**config.mk**
```make
export PLATFORM = sky130hd
export DESIGN_NAME = axi_line_master
export DESIGN_NICKNAME = d
export VERILOG_FILES = /design/src/rtl/axi_line_master.sv
export SDC_FILE = /design/constraint.sdc
export NUM_CORES = 1
export LEC_CHECK = 0
export BUFFER_PORTS_ARGS = -buffer_cell sky130_fd_sc_hd__buf_2
export CORE_AREA = 4 4 134 136
export CTS_BUF_LIST = sky130_fd_sc_hd__clkbuf_4 sky130_fd_sc_hd__clkbuf_8
export CTS_CLUSTER_SIZE = 10
export DETAILED_ROUTE_END_ITERATION = 7
export DIE_AREA = 0 0 138 140
export GPL_TIMING_DRIVEN = 1
export PLACE_DENSITY = 0.68
export SYNTH_ARGS = -nofsm -noshare
export SYNTH_HDL_FRONTEND = slang
export SYNTH_SLANG_ARGS = --single-unit
```
**constraint.sdc**
```tcl
create_clock -name aclk -period 3 [get_ports aclk]
set_input_delay 0.45 -clock aclk [delete_from_list [all_inputs] [get_ports aclk]]
set_output_delay 0.45 -clock aclk [all_outputs]
set_load 0.03 [all_outputs]
```
**src/rtl/axi_line_master.sv**
```systemverilog
`default_nettype none
// ============================================================================
// Module   : axi_line_master
// Purpose  : AXI3 cache-line burst master. The read engine fetches one INCR
//            burst per refill and streams the words to the cache. The write
//            engine reads the line from the cache array by index, issues a
//            full INCR write burst and tracks the B response. A refill of the
//            line currently being written back is held off.
// Revision : 1.0 - initial release
// ============================================================================
module axi_line_master #(
    parameter int LINE_WORDS = 8,
    parameter int RD_ID      = 0,
    parameter int WR_ID      = 1,
    parameter int ID_WIDTH   = 4
) (
    input  logic                            aclk,
    input  logic                            aresetn,
    // refill request side
    input  logic                            rd_req,
    input  logic [31:0]                     rd_addr,
    output logic                            rd_ack,
    output logic                            rd_word_valid,
    output logic [$clog2(LINE_WORDS)-1:0]   rd_word_idx,
    output logic [31:0]                     rd_word_data,
    output logic                            rd_done,
    output logic                            rd_err,
    // write-back request side
    input  logic                            wr_req,
    input  logic [31:0]                     wr_addr,
    output logic                            wr_ack,
    output logic [$clog2(LINE_WORDS)-1:0]   wr_word_idx,
    input  logic [31:0]                     wr_word_data,
    output logic                            wr_done,
    output logic                            wr_err,
    // AXI3 read address channel
    output logic [ID_WIDTH-1:0]             arid,
    output logic [31:0]                     araddr,
    output logic [3:0]                      arlen,
    output logic [2:0]                      arsize,
    output logic [1:0]                      arburst,
    output logic [1:0]                      arlock,
    output logic [3:0]                      arcache,
    output logic [2:0]                      arprot,
    output logic                            arvalid,
    input  logic                            arready,
    // AXI3 read data channel
    input  logic [ID_WIDTH-1:0]             rid,
    input  logic [31:0]                     rdata,
    input  logic [1:0]                      rresp,
    input  logic                            rlast,
    input  logic                            rvalid,
    output logic                            rready,
    // AXI3 write address channel
    output logic [ID_WIDTH-1:0]             awid,
    output logic [31:0]                     awaddr,
    output logic [3:0]                      awlen,
    output logic [2:0]                      awsize,
    output logic [1:0]                      awburst,
    output logic [1:0]                      awlock,
    output logic [3:0]                      awcache,
    output logic [2:0]                      awprot,
    output logic                            awvalid,
    input  logic                            awready,
    // AXI3 write data channel
    output logic [ID_WIDTH-1:0]             wid,
    output logic [31:0]                     wdata,
    output logic [3:0]                      wstrb,
    output logic                            wlast,
    output logic                            wvalid,
    input  logic                            wready,
    // AXI3 write response channel
    input  logic [ID_WIDTH-1:0]             bid,
    input  logic [1:0]                      bresp,
    input  logic                            bvalid,
    output logic                            bready
);

    localparam int IW = $clog2(LINE_WORDS);
    localparam int AL = IW + 2;     // byte-offset bits inside one line
    localparam logic [IW-1:0] c_last_beat = IW'(LINE_WORDS - 1);

    localparam logic [1:0] c_r_idle  = 2'd0;
    localparam logic [1:0] c_r_ar    = 2'd1;
    localparam logic [1:0] c_r_data  = 2'd2;

    localparam logic [1:0] c_w_idle  = 2'd0;
    localparam logic [1:0] c_w_burst = 2'd1;
    localparam logic [1:0] c_w_resp  = 2'd2;

    logic [1:0]    r_rstate;
    logic [1:0]    r_wstate;
    logic [31:0]   r_rd_line;
    logic [31:0]   r_wr_line;
    logic [IW-1:0] r_rd_cnt;
    logic [IW-1:0] r_wr_cnt;
    logic          r_rd_err;
    logic          r_awvalid;
    logic          r_wvalid;
    logic          r_aw_done;

    logic [31:0]   w_rd_line;
    logic [31:0]   w_wr_line;
    logic          w_wr_accept;
    logic          w_rd_blocked;
    logic          w_rd_accept;
    logic          w_r_beat;
    logic          w_r_last;
    logic          w_aw_hs;
    logic          w_w_hs;
    logic          w_aw_fin;
    logic          w_w_fin;
    logic          w_b_hs;
    logic          w_unused_inputs;

    assign w_rd_line = {rd_addr[31:AL], {AL{1'b0}}};
    assign w_wr_line = {wr_addr[31:AL], {AL{1'b0}}};

    // Write-back wins a same-line race; the refill must wait for it to land.
    assign w_wr_accept  = !aresetn && (r_wstate == c_w_idle) && wr_req;
    assign w_rd_blocked = ((r_wstate != c_w_idle) && (w_rd_line == r_wr_line)) ||
                          (w_wr_accept && (w_rd_line == w_wr_line));
    assign w_rd_accept  = !aresetn && (r_rstate == c_r_idle) && rd_req && !w_rd_blocked;

    assign w_r_beat = !aresetn && (r_rstate == c_r_data) && rvalid;
    assign w_r_last = w_r_beat && (rlast || (r_rd_cnt == c_last_beat));

    assign w_aw_hs  = r_awvalid && awready;
    assign w_w_hs   = r_wvalid && wready;
    // wvalid is raised on entry to the burst, so a low wvalid means all beats went
    assign w_aw_fin = r_aw_done || w_aw_hs;
    assign w_w_fin  = !r_wvalid || (w_w_hs && (r_wr_cnt == c_last_beat));
    assign w_b_hs   = !aresetn && (r_wstate == c_w_resp) && bvalid;

    // IDs and sub-line address bits carry no information for this master
    assign w_unused_inputs = ^{rid, bid, rd_addr[AL-1:0], wr_addr[AL-1:0]};

    // Read engine: address phase, then data beats until the last word
    always_ff @(posedge aclk) begin
        if (aresetn) begin
            r_rstate  <= c_r_idle;
            r_rd_line <= '0;
            r_rd_cnt  <= '0;
            r_rd_err  <= 1'b0;
        end else begin
            case (r_rstate)
                c_r_idle: begin
                    if (w_rd_accept) begin
                        r_rd_line <= w_rd_line;
                        r_rd_cnt  <= '0;
                        r_rd_err  <= 1'b0;
                        r_rstate  <= c_r_ar;
                    end
                end
                c_r_ar: begin
                    if (arready) begin
                        r_rstate <= c_r_data;
                    end
                end
                c_r_data: begin
                    if (w_r_beat) begin
                        if (rresp != 2'b00) begin
                            r_rd_err <= 1'b1;
                        end
                        if (w_r_last) begin
                            r_rd_cnt <= '0;
                            r_rstate <= c_r_idle;
                        end else begin
                            r_rd_cnt <= r_rd_cnt + IW'(1);
                        end
                    end
                end
                default: r_rstate <= c_r_idle;
            endcase
        end
    end

    // Write engine: AW and W run independently, then wait for B
    always_ff @(posedge aclk) begin
        if (aresetn) begin
            r_wstate  <= c_w_idle;
            r_wr_line <= '0;
            r_wr_cnt  <= '0;
            r_awvalid <= 1'b0;
            r_wvalid  <= 1'b0;
            r_aw_done <= 1'b0;
        end else begin
            case (r_wstate)
                c_w_idle: begin
                    if (w_wr_accept) begin
                        r_wr_line <= w_wr_line;
                        r_wr_cnt  <= '0;
                        r_awvalid <= 1'b1;
                        r_wvalid  <= 1'b1;
                        r_aw_done <= 1'b0;
                        r_wstate  <= c_w_burst;
                    end
                end
                c_w_burst: begin
                    if (w_aw_hs) begin
                        r_awvalid <= 1'b0;
                        r_aw_done <= 1'b1;
                    end
                    if (w_w_hs) begin
                        r_wr_cnt <= r_wr_cnt + IW'(1);
                        if (r_wr_cnt == c_last_beat) begin
                            r_wvalid <= 1'b0;
                        end
                    end
                    if (w_aw_fin && w_w_fin) begin
                        r_wstate <= c_w_resp;
                    end
                end
                c_w_resp: begin
                    if (w_b_hs) begin
                        r_wstate <= c_w_idle;
                    end
                end
                default: r_wstate <= c_w_idle;
            endcase
        end
    end

    // Cache-side handshakes and beat reporting
    assign rd_ack        = w_rd_accept;
    assign rd_word_valid = w_r_beat;
    assign rd_word_idx   = r_rd_cnt;
    assign rd_word_data  = rdata;
    assign rd_done       = w_r_last;
    assign rd_err        = w_r_last && (r_rd_err || (rresp != 2'b00));

    assign wr_ack        = w_wr_accept;
    assign wr_word_idx   = r_wr_cnt;
    assign wr_done       = w_b_hs;
    assign wr_err        = w_b_hs && (bresp != 2'b00);

    // AXI read side
    assign arid    = ID_WIDTH'(RD_ID);
    assign araddr  = r_rd_line;
    assign arlen   = 4'(LINE_WORDS - 1);
    assign arsize  = 3'b010;
    assign arburst = 2'b01;
    assign arlock  = 2'b00;
    assign arcache = 4'b0000;
    assign arprot  = 3'b000;
    assign arvalid = (r_rstate == c_r_ar);
    assign rready  = (r_rstate == c_r_data);

    // AXI write side
    assign awid    = ID_WIDTH'(WR_ID);
    assign awaddr  = r_wr_line;
    assign awlen   = 4'(LINE_WORDS - 1);
    assign awsize  = 3'b010;
    assign awburst = 2'b01;
    assign awlock  = 2'b00;
    assign awcache = 4'b0000;
    assign awprot  = 3'b000;
    assign awvalid = r_awvalid;
    assign wid     = ID_WIDTH'(WR_ID);
    assign wdata   = wr_word_data;
    assign wstrb   = 4'hF;
    assign wlast   = r_wvalid && (r_wr_cnt == c_last_beat);
    assign wvalid  = r_wvalid;
    assign bready  = (r_wstate == c_w_resp);

endmodule
`default_nettype wire

```
## Word-level counts from Yosys, hierarchy flattened

Cells that the tools add are included.

| word-level totals | value |
|---|---|
| output and inout bits | 199 |
| bits of input ports | 150 |
| flip-flop bits (word level) | 68 |

| cells by class | value |
|---|---|
| add/sub/neg operators | 2 |
| mux-type cells | 29 |
| equal/unequal tests | 19 |
| reduce and logical (&&, ||, !) cells | 43 |

Operator list:

| operator | count |
|---|---|
| $eq A27 B27 Y1 | 2 |
| $logic_and A1 B1 Y1 | 19 |
| $mux W3 | 5 |
| $mux W2 | 7 |
| $ne A2 B2 Y1 const B | 6 |
| $pmux W2 S3 | 2 |
| $pmux W3 S2 | 2 |
| $reduce_and A3 Y1 | 4 |
| $reduce_and A4 Y1 | 3 |
| $ne A2 B1 Y1 const B | 5 |
| $reduce_bool A2 Y1 | 5 |
| $mux W1 | 9 |
| $pmux W1 S2 | 4 |
| $add A3 B1 Y3 const B | 2 |
| $eq A3 B3 Y1 const B | 2 |
| $logic_or A1 B1 Y1 | 5 |
| $eq A2 B1 Y1 const B | 2 |
| $eq A2 B2 Y1 const B | 2 |
| $logic_not A2 Y1 | 2 |
| $reduce_and A2 Y1 | 2 |
| $logic_not A1 Y1 | 3 |

## Longest topological paths before layout

Gate-level depths: netlist of the first run.

| depth | value |
|---|---|
| depth after elaboration | 9 |
| mapped depth | 8 |
| depth with buffers taken out | 6 |

## Worst setup path after synthesis of the first run

No wires, ideal clock.

| timing | value |
|---|---|
| path type | flip-flop to output port |
| from | register r_rstate[1] |
| to | output port rd_err |
| stages on the path, launching flop included | 6 |
| path slack | 0.377 ns |
| arrival | 2.173 ns |
| cells stage by stage | dfxtp_1 -> nor2b_1 -> nor2b_1 -> nand2_1 -> nor2_1 -> o31a_1 |

| on the way | value |
|---|---|
| longest elaborated chain between the ends | 5 |

RTL lines:

| element | RTL line | source |
|---|---|---|
| from (decl) | 91 | `logic [1:0] r_rstate;` |
| from (signal assigned) | 141 | `r_rstate <= c_r_idle;` |
| from (signal assigned) | 152 | `r_rstate <= c_r_ar;` |
| from (signal assigned) | 157 | `r_rstate <= c_r_data;` |
| $eq A2 B2 Y1 | - |  |
| named net rready | 53 | `output logic rready,` |
| $logic_and A1 B1 Y1 (2 in series) | 125 | `assign w_r_beat = !aresetn && (r_rstate == c_r_data) && rvalid;` |
| $logic_and A1 B1 Y1 | 126 | `assign w_r_last = w_r_beat && (rlast \|\| (r_rd_cnt == c_last_beat));` |
| named net rd_done | 26 | `output logic rd_done,` |
| $logic_and A1 B1 Y1 | 230 | `assign rd_err = w_r_last && (r_rd_err \|\| (rresp != 2'b00));` |
| to (decl) | 27 | `output logic rd_err,` |

The timed path passes the listed nets, and every way through them passes these cells.

## Worst setup path in the final report of the first run

| timing | value |
|---|---|
| from | input port rd_addr[11] |
| to | output port rd_ack |

| on the way | value |
|---|---|
| longest elaborated chain between the ends | 5 |

RTL lines:

| element | RTL line | source |
|---|---|---|
| from (decl) | 21 | `input logic [31:0] rd_addr,` |
| $eq A27 B27 Y1 (on tied branches) | 121, 122 |  |
| $logic_and A1 B1 Y1 (on tied branches) | 121, 122 |  |
| $logic_or A1 B1 Y1 * | 121 | `assign w_rd_blocked = ((r_wstate != c_w_idle) && (w_rd_line == r_wr_line)) \|\|` |
| $logic_not A1 Y1 * | 123 | `assign w_rd_accept = !aresetn && (r_rstate == c_r_idle) && rd_req && !w_rd_blocked;` |
| $logic_and A1 B1 Y1 * | 123 |  |
| to (decl) | 22 | `output logic rd_ack,` |

Every way passes the cells marked *; elsewhere a longest branch is shown, timed or not.

==> results.cfg, run 1 <==
[cells_and_area]
final_design_area_no_fill_um2 = 4710
final_layout_size_suffix_gt1_share_pct = 31.5
area_growth_pct = 9.64
final_cell_count_no_fill = 832
count_of_inserted_antenna_diode_cells = 0
design.final.nets = 757

[drt]
ant_nets = 0
viasPerCell = 4.25
wl_um = 14100
route.vias.total = 3540
drcViolationCount = 0
wire_per_inst_um = 16.9
drtIter0Drc = 145
detailedRoute.firstPassIterationCount = 4

[logic_synthesis]
synth.cell_area_um2 = 4300
synth-edff-count = 0
synth-main-ff-cell = sky130_fd_sc_hd__dfxtp_1
synth.lib_cells_used.distinct = 37
synth_sequential_area_ratio_pct = 31.7
postSynth.asyncResetShare_pct = 0
ys_ff_latch = 68
synthesis.area_per_instance_um2 = 8.11
yosys_warnings = 0
post_synth_inst_count = 530

[place]
placed_area_um2 = 4520
buffer_ports.inserted = 140
place_inst = 817
dp.final_hpwl_um = 10900
globalplace.congestion = 0.778
preCtsSetupSlack_ps = 376

[worst_setup_path]
cp_data_required_time_ps = 2550
crit_path_top_delay_cell = sky130_fd_sc_hd__nor4_2
crit_start = rd_addr[11]
criticalPathCategory = in2out
rr_startpoint = awaddr[29]
critical-path-top-cell-by-count = sky130_fd_sc_hd__buf_2
critical_path_arrival_ps = 2140
timing.critical_path.to_type = primary output
timing.critical_path.fanout_max = 5
ff2ff_setup_slack_ps = 820
worstPathCellList = buf_2 > xnor2_1 > nand4_1 > nor4_2 > and4_1 > nor2_1 > buf_2
max_stage_delay_ps = 370
setup.worst_path.start_class = input port

[global_route]
grt.met1_usage_pct = 17.5
track_usage_pct = 14.0
grt_util_met3_pct = 3.38
grt_remaining_overflow = 0
via_count_of_the_first_global_routing_pass = 3417
globalRoute.busiestLayer = met2
met2_track_utilization_from_global_routing_pct = 22.1
antenna_violations_before_repair = 0
grt_pass1_wl_um = 20500
pin_count_of_the_biggest_net_entering_global_routing = 53

[die]
std_cell_rows = 48
initial_utilization_pct = 25.4
floorplan.core_area_um2 = 16900
floorplan.die_area_um2 = 19300
die_x_um = 138
die_height_um = 140
io-pin-count = 349

[clock_tree]
clock_tree_from_tritoncts = done
cts_setup_buffers = 0
cts_buffer_depth = 2
post_cts_hold_buffer_count = 0
worst_skew_pair.late_latency_ps = 360
h-tree-depth = 3
cts.sink_count = 68
post_cts_resized = 0
cts.reportedPaths.clkPinSlew_ps = 70
cts_made_buffers = 9
clock-root-buffer = sky130_fd_sc_hd__clkbuf_8

[sta]
timing_worst_slew_pin_value_ps = 659
timing.slew.headroom_pct = 56.1
fin_skew_ps = 9.66
fin_tns_setup_ps = 0
timing.final.setup_violations = 0
setup_repair_after_global_routing_missed_its_margin = false
finalCriticalPeriod_ps = 2590
final-hold-violation-count = 0
final_max_slew_viol_count = 0
post_route_setup_slack_ps = 407
min_period_over_period_pct = 86.4
achievable-frequency_mhz = 386

[pwr]
cellLeakagePower_nw = 2.16
power_frac_comb_pct = 25.0
switching_share_pct = 35.7
power.share.sequential_pct = 41.9
power_density_nw_per_um2 = 499
p_int_mw = 1.51
worst_ir_drop_vdd_mv = 0.198
total_switching_power_uw = 840
clkPwrFrac_pct = 33.1

[worst_hold_path]
hold_path_class = in2reg
hold_path_startpoint = awready

[outcome]
outcome = complete, no violations

[job]
timing.max_cap.violations = 0
-- layout by cell type, fill, tap and decap left out, types with 4 or more instances in the layout --
cell type / count
sky130_fd_sc_hd__xnor2_1: 23
sky130_fd_sc_hd__dfxtp_1: 68
sky130_fd_sc_hd__nor2b_1: 7
sky130_fd_sc_hd__o21ai_2: 6
sky130_fd_sc_hd__nor4_1: 8
sky130_fd_sc_hd__nor2_1: 16
sky130_fd_sc_hd__clkbuf_8: 10
sky130_fd_sc_hd__o21ai_1: 15
sky130_fd_sc_hd__nand3_1: 33
sky130_fd_sc_hd__ha_1: 4
sky130_fd_sc_hd__a21oi_1: 48
sky130_fd_sc_hd__o21ai_0: 9
sky130_fd_sc_hd__xor2_1: 31
sky130_fd_sc_hd__conb_1: 62
sky130_fd_sc_hd__nand4_1: 6
sky130_fd_sc_hd__a21oi_2: 15
sky130_fd_sc_hd__nand2_1: 62
sky130_fd_sc_hd__buf_4: 13
sky130_fd_sc_hd__buf_2: 140
-- path summary, 6_finish.rpt --
kind | cells after the start | to
hold / removal | 2 | awvalid
hold reg to reg | 2 | araddr[13]
setup / recovery | 7 | rd_ack
setup reg to reg | 7 | araddr[6]
-- layout make-up --
type                       count  area (µm²)
inverter                       2        7.51
timing repair buffer         153         798
multi-input combinational    369        2070
clock buffer                  10         138
clock inverter                 5        52.6
tap                          225         282
fill                        1878       12200
sequential                    68        1360
-- sequential cells by signal, summed over array words and instances, names as in the netlist, 2 cells and up --
register     flops
wr_word_idx      3
r_rstate         2
rd_word_idx      3
r_wstate         2
araddr          27
awaddr          27
-- cells by family (layout without fill, tap and decap cells) --
family,Yosys count,in the layout,share of synthesized area [%]
buffers and inverters,153,170,25.3
AND/OR/NAND/NOR,146,146,16.2
AO/OA/AOI/OAI,103,103,14.4
flip-flops,68,68,31.7
XOR/XNOR,54,54,11.0
adder cells (fa/ha/maj),4,4,1.16
other,2,62,0.175
-- power groups by stage --
| stage | Clock (mW) | Combinational [mW] | Sequential [mW] |
|---|---|---|---|
| floorplan | 0 | 0.521 | 1.09 |
| global placement | 0 | 0.594 | 1.00 |
| detailed placement | 0 | 0.596 | 1.01 |
| CTS | 0.820 | 0.598 | 0.985 |
| global route | 0.848 | 0.636 | 0.992 |
| finish | 0.777 | 0.588 | 0.984 |
-- layer usage --
layer / up-vias / wire [µm]
li1: 1719 / -
met1: 1638 / 6250
met2: 138 / 6400
met3: 45 / 851
met4: 0 / 588
met5: - / 0
-- synth_stat cells (4+ instances only) --
cell / number / share of area, %
sky130_fd_sc_hd__dfxtp_1: 68 / 32
sky130_fd_sc_hd__xor2_1: 31 / 6.3
sky130_fd_sc_hd__nand4_1: 6 / 0.87
sky130_fd_sc_hd__nor2b_1: 7 / 1.0
sky130_fd_sc_hd__buf_6: 5 / 1.3
sky130_fd_sc_hd__ha_1: 4 / 1.2
sky130_fd_sc_hd__a21oi_1: 48 / 5.6
sky130_fd_sc_hd__o21ai_2: 6 / 1.2
sky130_fd_sc_hd__a21oi_2: 15 / 3.1
sky130_fd_sc_hd__clkbuf_1: 16 / 1.4
sky130_fd_sc_hd__nand2_1: 62 / 5.4
sky130_fd_sc_hd__nor2_1: 16 / 1.4
sky130_fd_sc_hd__nand3_1: 33 / 3.8
sky130_fd_sc_hd__xnor2_1: 23 / 4.7
sky130_fd_sc_hd__o21ai_1: 15 / 1.7
sky130_fd_sc_hd__buf_4: 126 / 22
sky130_fd_sc_hd__o21ai_0: 9 / 1.0
sky130_fd_sc_hd__nor4_1: 8 / 1.2
-- worst max-delay path, delay by kind of cell --
kind                   cells  cell delay (ps)
buffers and inverters      2              330
AND/OR/NAND/NOR            4              990
XOR/XNOR                   1              360
-- stage by stage --
stage / util [%] / hold slack, ps / power (mW)
2_1_floorplan: - / 455 / 1.61
3_3_place_gp: 26.7 / 451 / 1.60
3_5_place_dp: 26.7 / 456 / 1.60
4_1_cts: 27.8 / 280 / 2.40
5_1_grt: 27.8 / 306 / 2.48
6_report: 27.8 / 326 / 2.35
Note: power is estimated with default switching activity, not from simulation.
==> run 2, diff against run 1 <==
--- a/config.mk
+++ b/config.mk
@@ -7,11 +7,12 @@
 export LEC_CHECK = 0
 export BUFFER_PORTS_ARGS = -buffer_cell sky130_fd_sc_hd__buf_2
 export CORE_AREA = 4 4 134 136
-export CTS_BUF_LIST = sky130_fd_sc_hd__clkbuf_4 sky130_fd_sc_hd__clkbuf_8
+export CTS_BUF_LIST = sky130_fd_sc_hd__clkbuf_2 sky130_fd_sc_hd__clkbuf_4 sky130_fd_sc_hd__clkbuf_8
 export CTS_CLUSTER_SIZE = 10
 export DETAILED_ROUTE_END_ITERATION = 7
 export DIE_AREA = 0 0 138 140
 export GPL_TIMING_DRIVEN = 1
+export MAX_ROUTING_LAYER = met4
 export PLACE_DENSITY = 0.68
 export SYNTH_ARGS = -nofsm -noshare
 export SYNTH_HDL_FRONTEND = slang
==> results.cfg, run 2 (synthesis results as in run 1) <==
[sta]
setup_repair_after_global_routing_missed_its_margin = false
post_route_setup_slack_ps = 410
final_hold_slack_ps = 325
timing.slew.headroom_pct = 56.6
fin_skew_ps = 9.08
achievable-frequency_mhz = 386
fin_tns_setup_ps = 0
final_max_slew_viol_count = 0
final-hold-violation-count = 0
timing_worst_slew_pin_value_ps = 652
finalCriticalPeriod_ps = 2590
timing.final.setup_violations = 0
min_period_over_period_pct = 86.3

[global_route]
grt_pass1_wl_um = 20400
pin_count_of_the_biggest_net_entering_global_routing = 53
grt_remaining_overflow = 0
via_count_of_the_first_global_routing_pass = 3428
antenna_violations_before_repair = 0
track_usage_pct = 14.4

[cells_and_area]
area_growth_pct = 9.64
count_of_inserted_antenna_diode_cells = 0
design.final.nets = 757
layout_commonest_cell = sky130_fd_sc_hd__buf_2
final_cell_mix = 140 x sky130_fd_sc_hd__buf_2, 68 x sky130_fd_sc_hd__dfxtp_1, 62 x sky130_fd_sc_hd__nand2_1, 62 x sky130_fd_sc_hd__conb_1, 48 x sky130_fd_sc_hd__a21oi_1
final_cell_count_no_fill = 832
final_layout_size_suffix_gt1_share_pct = 31.5
post-route-util_pct = 27.8

[clock_tree]
cts_setup_buffers = 0
post_cts_resized = 0
clock-root-buffer = sky130_fd_sc_hd__clkbuf_8
cts.sink_count = 68
h-tree-depth = 3
clock_tree_from_tritoncts = done
cts.reportedPaths.clkPinSlew_ps = 70
cts_buffer_depth = 2
cts_made_buffers = 9
post_cts_hold_buffer_count = 0
worst_skew_pair.late_latency_ps = 360

[die]
floorplan.die_area_um2 = 19300
io-pin-count = 349
std_cell_rows = 48
floorplan.core_area_um2 = 16900
initial_utilization_pct = 25.4
die_height_um = 140
die_x_um = 138

[pwr]
worst_ir_drop_vdd_mv = 0.198
power_density_nw_per_um2 = 498
cellLeakagePower_nw = 2.16

[drt]
top_layer_used = met4
route.vias.total = 3543
wirelength_met1_um = 6160
met2_wirelength_um = 6440
wire_per_inst_um = 16.9
wl_um = 14100
drcViolationCount = 0
drtIter0Drc = 157
wl_met3_um = 920
ant_nets = 0
detailedRoute.firstPassIterationCount = 4
viasPerCell = 4.26

[place]
preCtsSetupSlack_ps = 376
place_inst = 817
dp.final_hpwl_um = 10900
buffer_ports.inserted = 140
globalplace.congestion = 0.789

[worst_setup_path]
timing.critical_path.to_type = primary output
criticalPathCategory = in2out
setup.worst_path.start_class = input port
cp_data_required_time_ps = 2550
critical_path_arrival_ps = 2140
timing.critical_path.fanout_max = 5

[worst_hold_path]
hold_path_class = in2reg

[job]
timing.max_cap.violations = 0

[outcome]
outcome = complete, no violations
## run 2: cell counts in the layout (fill, tap and decap cells not counted)
Identical to the previous run, type by type.
## run 2: worst max-delay path, stage by stage
cell and delay, ps:
sky130_fd_sc_hd__buf_2 120, sky130_fd_sc_hd__xnor2_1 360, sky130_fd_sc_hd__nand4_1 240, sky130_fd_sc_hd__nor4_2 370
sky130_fd_sc_hd__and4_1 250, sky130_fd_sc_hd__nor2_1 130, sky130_fd_sc_hd__buf_2 210
## run 2: final timing paths
check        depth (start not counted)  slack (ps)   startpoint    endpoint
max                                  7         410  rd_addr[11]      rd_ack
min                                  2         320      awready     awvalid
max reg2reg                          7         860   awaddr[29]   araddr[6]
min reg2reg                          2         460   araddr[13]  araddr[13]
## run 2: final cells by class
| cell class | count | area [µm²] |
|---|---|---|
| fillers | 1878 | 12200 |
| multi-input cells | 369 | 2070 |
| flip-flops and latches | 68 | 1360 |
| repair buffers | 153 | 798 |
| well taps | 225 | 282 |
| clock buffers | 10 | 138 |
| clock inverters | 5 | 52.6 |
| inverters | 2 | 7.51 |
## run 2: layer usage
metal  up-vias  global-route usage [%]
met5         -                       -
met4         0                    8.16
met3        45                    3.35
met2       141                    22.1
met1      1636                    17.5
li1       1721                       -
## run 2: stage by stage
stage	power (mW)	cell area (µm²)
floorplan	1.61	4520
global placement	1.60	4520
detailed placement	1.60	4520
CTS	2.40	4710
global route	2.48	4710
finish	2.35	4710
## run 2: report_power, final
group | total (mW) | switching (mW) | leakage, nW | internal [mW]
sequential | 0.984 | 0.0337 | 0.556 | 0.951
combinational | 0.588 | 0.427 | 1.51 | 0.161
clock | 0.776 | 0.378 | 0.0979 | 0.398
==> run 3, diff against run 2 <==
--- a/config.mk
+++ b/config.mk
@@ -7,13 +7,12 @@
 export LEC_CHECK = 0
 export BUFFER_PORTS_ARGS = -buffer_cell sky130_fd_sc_hd__buf_2
 export CORE_AREA = 4 4 134 136
-export CTS_BUF_LIST = sky130_fd_sc_hd__clkbuf_2 sky130_fd_sc_hd__clkbuf_4 sky130_fd_sc_hd__clkbuf_8
+export CTS_BUF_LIST = sky130_fd_sc_hd__clkbuf_4 sky130_fd_sc_hd__clkbuf_8
 export CTS_CLUSTER_SIZE = 10
 export DETAILED_ROUTE_END_ITERATION = 7
 export DIE_AREA = 0 0 138 140
 export GPL_TIMING_DRIVEN = 1
 export MAX_ROUTING_LAYER = met4
-export PLACE_DENSITY = 0.68
 export SYNTH_ARGS = -nofsm -noshare
 export SYNTH_HDL_FRONTEND = slang
 export SYNTH_SLANG_ARGS = --single-unit
==> results.cfg, run 3 (synthesis results as in run 1) <==
[pwr]
p_int_mw = 1.55
clkPwrFrac_pct = 33.6
switching_share_pct = 34.7
worst_ir_drop_vdd_mv = 0.266
cellLeakagePower_nw = 2.16
total_switching_power_uw = 823
power_frac_comb_pct = 24.8
power_density_nw_per_um2 = 503
power.share.sequential_pct = 41.6

[die]
floorplan.core_area_um2 = 16900
io-pin-count = 349
initial_utilization_pct = 25.4
die_height_um = 140
die_x_um = 138
std_cell_rows = 48
floorplan.die_area_um2 = 19300

[cells_and_area]
area_growth_pct = 9.67
final_cell_mix = 140 x sky130_fd_sc_hd__buf_2, 68 x sky130_fd_sc_hd__dfxtp_1, 62 x sky130_fd_sc_hd__nand2_1, 62 x sky130_fd_sc_hd__conb_1, 48 x sky130_fd_sc_hd__a21oi_1
fillerInstances = 1910
multi_input_comb_area_um2 = 2070
final_layout_size_suffix_gt1_share_pct = 31.4
design.final.nets = 755
count_of_inserted_antenna_diode_cells = 0
final-seq-area_um2 = 1360
layout_commonest_cell = sky130_fd_sc_hd__buf_2

[sta]
final_max_slew_viol_count = 0
min_period_over_period_pct = 92.7
post_route_setup_slack_ps = 219
achievable-frequency_mhz = 360
setup_repair_after_global_routing_missed_its_margin = false
fin_tns_setup_ps = 0
timing.final.setup_violations = 0
fin_skew_ps = 7.45
timing_worst_slew_pin_value_ps = 583
final-hold-violation-count = 0
timing.slew.headroom_pct = 60.8
finalCriticalPeriod_ps = 2780

[clock_tree]
cts_buffer_depth = 2
cts_setup_buffers = 0
cts.sink_count = 68
cts.reportedPaths.clkPinSlew_ps = 80
h-tree-depth = 3
worst_skew_pair.late_latency_ps = 360
post_cts_resized = 0
clock_tree_from_tritoncts = done
post_cts_hold_buffer_count = 0
clock-root-buffer = sky130_fd_sc_hd__clkbuf_8
cts_made_buffers = 9

[worst_setup_path]
timing.reg2reg.worst_path_depth = 7
timing.critical_path.fanout_max = 5
setup.worst_path.start_class = flop
timing.critical_path.to_type = primary output
criticalPathCategory = reg2out
critical_path_arrival_ps = 2330
cp_data_required_time_ps = 2550

[drt]
detailedRoute.firstPassIterationCount = 4
wire_per_inst_um = 17.2
drtIter0Drc = 113
viasPerCell = 4.31
drcViolationCount = 0
ant_nets = 0
wl_um = 14300
route.vias.total = 3578

[worst_hold_path]
hold_path_class = in2reg
worst_hold_path.num_cells = 2

[global_route]
pin_count_of_the_biggest_net_entering_global_routing = 42
grt_remaining_overflow = 0
via_count_of_the_first_global_routing_pass = 3373
track_usage_pct = 14.3
antenna_violations_before_repair = 0
grt_pass1_wl_um = 20200

[place]
globalplace.congestion = 0.748
dp.final_hpwl_um = 10900
buffer_ports.inserted = 140
preCtsSetupSlack_ps = 391

[job]
timing.max_cap.violations = 0

[outcome]
outcome = complete, no violations
run 3: cell count changes in the layout (fill, tap and decap cells not counted):
cell,previous run,this run
sky130_fd_sc_hd__buf_4,13,11
sky130_fd_sc_hd__clkbuf_4,0,1
sky130_fd_sc_hd__clkinv_2,3,2
sky130_fd_sc_hd__clkbuf_8,10,11
run 3: worst paths after layout:
kind / from / endpoint / slack [ps]
worst min register to register: araddr[17] / araddr[17] / 460
worst max register to register: awaddr[10] / araddr[5] / 840
worst max-delay path: awaddr[10] / rd_ack / 220
worst min-delay path: awready / awvalid / 320
run 3: power groups by stage:
stage / logic [mW] / clock network [mW] / registers [mW]
5_1_grt: 0.632 / 0.872 / 0.992
6_report: 0.587 / 0.796 / 0.986
3_3_place_gp: 0.592 / 0 / 1.01
4_1_cts: 0.596 / 0.849 / 0.986
3_5_place_dp: 0.594 / 0 / 1.01
2_1_floorplan: 0.521 / 0 / 1.09
run 3: critical path, cell delays in order (launching register included):
cell	delay (ps)
sky130_fd_sc_hd__dfxtp_1	400
sky130_fd_sc_hd__xor2_1	480
sky130_fd_sc_hd__nor4_1	160
sky130_fd_sc_hd__nand4_1	170
sky130_fd_sc_hd__o21ai_2	70
sky130_fd_sc_hd__nor2_1	400
sky130_fd_sc_hd__buf_2	290
run 3: layout make-up:
type | count | share of cell area [%]
Clock buffer | 12 | 3.37
Tap cell | 225 | 5.97
Inverter | 2 | 0.159
Clock inverter | 4 | 1.01
Timing Repair Buffer | 151 | 16.6
Sequential cell | 68 | 28.9
Multi-Input combinational cell | 369 | 44.0
run 3: stage by stage:
stage	instance area (µm²)	util (%)	std cells	power (mW)	hold WS [ps]
2_1_floorplan	4520	-	590	1.61	455
3_3_place_gp	4510	26.6	815	1.60	451
3_5_place_dp	4510	26.6	815	1.60	455
4_1_cts	4710	27.8	831	2.43	281
5_1_grt	4710	27.8	831	2.50	314
6_report	4710	27.8	831	2.37	319
run 3: per-layer routing:
layer / vias up / wire [µm] / GRT usage (%)
li1: 1720 / - / -
met1: 1666 / 6410 / 17.4
met2: 148 / 6570 / 22.5
met3: 44 / 818 / 3.62
met4: 0 / 459 / 6.34
met5: - / 0 / -
